==> src/rtl/pe_mac_acc.sv <==
// pe_mac_acc: signed multiply-accumulate element for one dot product at a time.
// Operand pairs are accepted in ACC, multiplied at full precision, added to a
// saturating accumulator and counted. The beat flagged in_last registers the
// finished sum into the output registers and moves to HOLD, where the result
// is presented until downstream consumes it.
//
// Ports:
//   clk        rising-edge clock
//   rst_n      synchronous active-low reset
//   clr        soft clear of the partial sum (ignored while holding a result)
//   in_valid   operand pair valid          in_ready   operand pair accepted
//   in_a       signed activation [DW]      in_b       signed weight [DW]
//   in_last    final term of the dot product
//   out_valid  result valid                out_ready  downstream accepts result
//   out_acc    signed result [AW]          out_sat    saturation seen (sticky)
//   out_cnt    terms accumulated [CW], saturating at all-ones
module pe_mac_acc #(
  parameter int DW = 8,
  parameter int AW = 24,
  parameter int CW = 16
) (
  input  logic          clk,
  input  logic          rst_n,
  input  logic          clr,
  input  logic          in_valid,
  output logic          in_ready,
  input  logic [DW-1:0] in_a,
  input  logic [DW-1:0] in_b,
  input  logic          in_last,
  output logic          out_valid,
  input  logic          out_ready,
  output logic [AW-1:0] out_acc,
  output logic          out_sat,
  output logic [CW-1:0] out_cnt
);

  localparam logic ST_ACC  = 1'b0;
  localparam logic ST_HOLD = 1'b1;

  logic                 state;
  logic signed [AW-1:0] acc;
  logic                 sat_flag;
  logic [CW-1:0]        cnt;

  logic signed [2*DW-1:0] a_ext;
  logic signed [2*DW-1:0] b_ext;
  logic signed [2*DW-1:0] prod;
  logic signed [AW:0]     prod_ext;
  logic signed [AW:0]     sum;
  logic signed [AW-1:0]   acc_nxt;
  logic                   ovf;
  logic [CW-1:0]          cnt_nxt;
  logic                   accept;

  // Overflow of an AW+1-bit sum of two AW-bit-range values shows up as the
  // top two bits disagreeing; the top bit then gives the true sign.
  function automatic logic sum_ovf(input logic signed [AW:0] s);
    return s[AW] ^ s[AW-1];
  endfunction

  function automatic logic signed [AW-1:0] sat_val(input logic signed [AW:0] s);
    if (!sum_ovf(s))
      return s[AW-1:0];
    else if (s[AW])
      return {1'b1, {(AW-1){1'b0}}};
    else
      return {1'b0, {(AW-1){1'b1}}};
  endfunction

  // Operands are sign-extended to the product width so the multiply is exact.
  assign a_ext    = {{DW{in_a[DW-1]}}, in_a};
  assign b_ext    = {{DW{in_b[DW-1]}}, in_b};
  assign prod     = a_ext * b_ext;
  assign prod_ext = {{(AW+1-2*DW){prod[2*DW-1]}}, prod};
  assign sum      = {acc[AW-1], acc} + prod_ext;
  assign ovf      = sum_ovf(sum);
  assign acc_nxt  = sat_val(sum);
  assign cnt_nxt  = (cnt == {CW{1'b1}}) ? cnt : cnt + CW'(1);

  assign in_ready  = rst_n && (state == ST_ACC);
  assign out_valid = (state == ST_HOLD);
  assign accept    = in_valid && (state == ST_ACC) && !clr;

  always_ff @(posedge clk) begin
    if (!rst_n) begin
      state    <= ST_ACC;
      acc      <= '0;
      sat_flag <= 1'b0;
      cnt      <= '0;
      out_acc  <= '0;
      out_sat  <= 1'b0;
      out_cnt  <= '0;
    end else begin
      case (state)
        ST_ACC: begin
          if (clr) begin
            // A beat presented alongside clr is dropped.
            acc      <= '0;
            sat_flag <= 1'b0;
            cnt      <= '0;
          end else if (accept) begin
            if (in_last) begin
              out_acc  <= acc_nxt;
              out_sat  <= sat_flag | ovf;
              out_cnt  <= cnt_nxt;
              acc      <= '0;
              sat_flag <= 1'b0;
              cnt      <= '0;
              state    <= ST_HOLD;
            end else begin
              acc      <= acc_nxt;
              sat_flag <= sat_flag | ovf;
              cnt      <= cnt_nxt;
            end
          end
        end
        default: begin
          // No bypass: the next beat is taken only after returning to ACC.
          if (out_ready)
            state <= ST_ACC;
        end
      endcase
    end
  end

endmodule

==> config.mk <==
export PLATFORM = sky130hd
export DESIGN_NAME = pe_mac_acc
export DESIGN_NICKNAME = d
export VERILOG_FILES = /design/src/rtl/pe_mac_acc.sv
export SDC_FILE = /design/constraint.sdc
export NUM_CORES = 1
export LEC_CHECK = 0
export ABC_AREA = 1
export CAP_MARGIN = 10
export CELL_PAD_IN_SITES_DETAIL_PLACEMENT = 1
export CELL_PAD_IN_SITES_GLOBAL_PLACEMENT = 1
export CORE_UTILIZATION = 41
export DETAILED_ROUTE_END_ITERATION = 8
export GPL_TIMING_DRIVEN = 0
export HOLD_SLACK_MARGIN = 0.15
export PLACE_DENSITY_LB_ADDON = 0.12
export SETUP_SLACK_MARGIN = 0.15
export SYNTH_ARGS = -nofsm -noshare
export SYNTH_HDL_FRONTEND = slang
export SYNTH_SLANG_ARGS = --single-unit
==> constraint.sdc <==
create_clock -name clk -period 6.2 [get_ports clk]
set_input_delay 1.24 -clock clk [delete_from_list [all_inputs] [get_ports clk]]
set_output_delay 1.24 -clock clk [all_outputs]
set_load 0.02 [all_outputs]
==> run metrics <==
outcome=finished clean; crit path time final=5.86 ns; share of layout cells above drive strength 1=13.2%; reg2reg start=acc[6]; TritonCTS clock tree=yes; R2R Path End=out_acc[18]; CP Capture Type=flip-flop; Post-Synthesis Cells=between 1000 and 1500; Detailed Place HPWL=18.7 mm; Mapped Area=roughly 8500 µm²; die height=between 100 and 150 µm; share of the synthesized area in the top cell type=25.6%; Crit Path Max Fanout=15; hold path endpoint=acc[5]; Critical Path RT=6.43 ns; Synth area leaders=fa_1 26%, dfxtp_1 20%, nand2_1 13%; Hold Crit Class=reg -> reg; worst skew pair latency=~0.34 ns; DRT Wirelength=23.3 mm; post-synth top area cell=fa_1; actual slew at the worst max-slew pin=0.766 ns; Port Buffers=49; Post-Syn Nets=1297; Ports=65; Rows=52; Top FF cell, synth=dfxtp_1; number of global-route vias before repair=between 7000 and 8000; Post-Layout Cell Count=1467; reg2reg path depth=25; CTS clk-pin slew, worst paths=0.07 ns; top-count cell post-synth=nand2_1; Ys Warns=0; die footprint=21200 µm²; clock skew=0.00688 ns; Avg Inst Size Synth=7.62 µm²; H-tree depth=3; total number of vias=7119; endpoints failing setup=0; wire per inst=15.9 µm; DRT antenna net count=0; drt first pass iters=4; cts hold-fix bufs=0; crit path DAT=approximately 6.1 ns; CP Launch Type=input port; crit-path most repeated cell=fa_1; slowest CP cell=fa_1; count of state elements after synthesis=83; Vias/cell=4.85; commonest cells in the netlist=295 x nand2_1, 217 x inv_1, 108 x fa_1; first-pass GRT wire length=just under 40 mm; EDFF count, synth=0; async set or reset register ratio after synthesis=0%; buffers and inverters on the worst path=6; max cap viols=0; fmax=171 MHz; chip width=146 µm; Post-Place Cells=1429; Root Driver=clkbuf_16; DRC Markers=0; GRT Total Usage=22.8%; fillcell total=2498; Synth cell types=35; CP cell instances=buf_2 -> nand2_4 -> clkinvlp_4 -> buf_12 -> buf_4 -> fa_1 -> fa_1 -> fa_1 -> fa_1 -> ha_1 -> ha_4 -> nand2_1 -> nor2_1 -> and2_1 -> nand3_2 -> nand3_2 -> nand2_1 -> nand2_2 -> nand2_4 -> buf_6 -> nand2_1 -> nand2_2 -> o21bai_1 -> inv_1; number of nets in the layout=1379; Slew headroom=48.6%; final hold violations=0; Layout Area Growth over Synthesis=20.5%; hold path cells=2; max-slew violations=0; largest net degree at the start of global routing=16; Core Area=20200 µm²; RSZ-0062 raised after global routing=no; CTS max path bufs=2; Critical Path Max Stage Delay=~0.54 ns; Initial Utilization=41.8%; n_diodes=0; clock tree sinks=83; 1st-iter DRT viols=220; reg-to-reg slack, setup=1.26 ns; Final Cycle Share=94.5%; min-delay src=acc[5]; Remaining Overflow, GRT=0; GPL Wtd Cong=0.817; post-synthesis sequential area ratio=19.7%; initial antenna violation count=0; Crit Path Class=in -> reg; CTS buffer count=9; CP delay by family, top=adder cells
==> layer usage <==
| metal | share of wire [%] | vias to the layer above | global-route usage (%) | routed length [µm] |
|---|---|---|---|---|
| li1 | - | 3533 | - | - |
| met1 | 45 | 3504 | 28.6 | 10400 |
| met2 | 53 | 62 | 42.9 | 12300 |
| met3 | 1.3 | 20 | 2.07 | 313 |
| met4 | 1.2 | 0 | 4.05 | 275 |
| met5 | 0 | - | 0 | 0 |
==> kinds of logic after synthesis <==
| group | share of synthesized area [%] |
|---|---|
| AOI/OAI and AO/OA | 10.6 |
| buffers and inverters | 12.4 |
| and+or+nand+nor | 21.3 |
| DFF | 19.7 |
| adders and majority gates | 34.0 |
| xor gates and xnor gates | 2.07 |
==> per-stage QoR <==
step	worst slack, ns	hold WS (ns)	util, %	setup TNS (ns)	cell area (µm²)
final	0.342	0.469	50.3	0	10200
after floorplan	0.155	0.445	-	0	8470
after global placement	-0.823	0.452	46.0	-37.95	9300
after global routing	0.134	0.490	50.3	0	10200
after detailed placement	-0.860	0.463	46.0	-39.56	9300
after CTS	0.183	0.472	48.5	0	9810
==> area by class of cell <==
cell class                      count  area (µm²)  share of cell area [%]
Inverter                          223         857                    8.41
Multi-Input combinational cell    760        6070                    59.6
Tap cell                          270         338                    3.32
Clock buffer                       10         239                    2.35
Buffer                             44         259                    2.54
Clock inverter                      6        47.5                   0.467
Timing Repair Buffer               71         713                    7.00
Sequential cell                    83        1660                    16.3
==> worst max-delay path by stage <==
stage | depth (start not counted) | start | slack, ns | to
after floorplan | 26 | in_b[0] | 0.15 | out_acc[10]
after global placement | 22 | in_b[7] | -0.82 | out_acc[17]
after detailed placement | 23 | in_b[7] | -0.86 | acc[19]
after CTS | 24 | in_b[2] | 0.18 | out_acc[19]
after global routing | 28 | in_b[0] | 0.13 | out_acc[16]
final | 24 | in_b[0] | 0.34 | out_acc[18]
==> state kept, by name (all words and copies together), names as in the netlist <==
| name | flops |
|---|---|
| out_cnt | 16 |
| acc | 24 |
| out_sat | 1 |
| out_valid | 1 |
| out_acc | 24 |
| sat_flag | 1 |
| cnt | 16 |
==> layout by cell type (no fill, tap or decap), types with 3 or more instances in the layout <==
cell and count:
ha_2 4, ha_4 17, nor3_2 3, fa_1 105, nand2_1 283, o21ai_0 44, nor2_2 5, clkinvlp_4 5
nor2_1 31, clkinv_4 3, nand2_4 4, inv_2 4, a21oi_1 59, clkbuf_16 9, dfxtp_1 83, nand3_1 25
buf_12 4, inv_1 213, ha_1 36, nor2_4 3, clkdlybuf4s50_1 48, nor3_1 10, a21oi_2 5, xnor2_1 6
buf_6 5, nand2_2 34, nand4_1 13, buf_4 20, clkbuf_1 20, o21bai_1 41, buf_2 6, clkbuf_2 9
xor2_1 14, fa_2 3
==> timing repair <==
action                                 in CTS  in global routing
setup endpoints to repair                  50                 48
pin swaps                                   7                 20
cloned                                      1                  0
endpoints found under the hold margin       0                  0
buffers inserted                           12                  9
resized for setup                          22                 89
==> worst min-delay path, delay by kind of cell, from the launching register on <==
family / cells / cell delay (ns)
AND/OR/NAND/NOR: 1 / 0.06
flip-flops: 1 / 0.31
AO/OA/AOI/OAI: 1 / 0.05
Power is left out: the tool's default activity adds up to more than one toggle a clock period on the data nets, which glitch-free logic cannot reach.
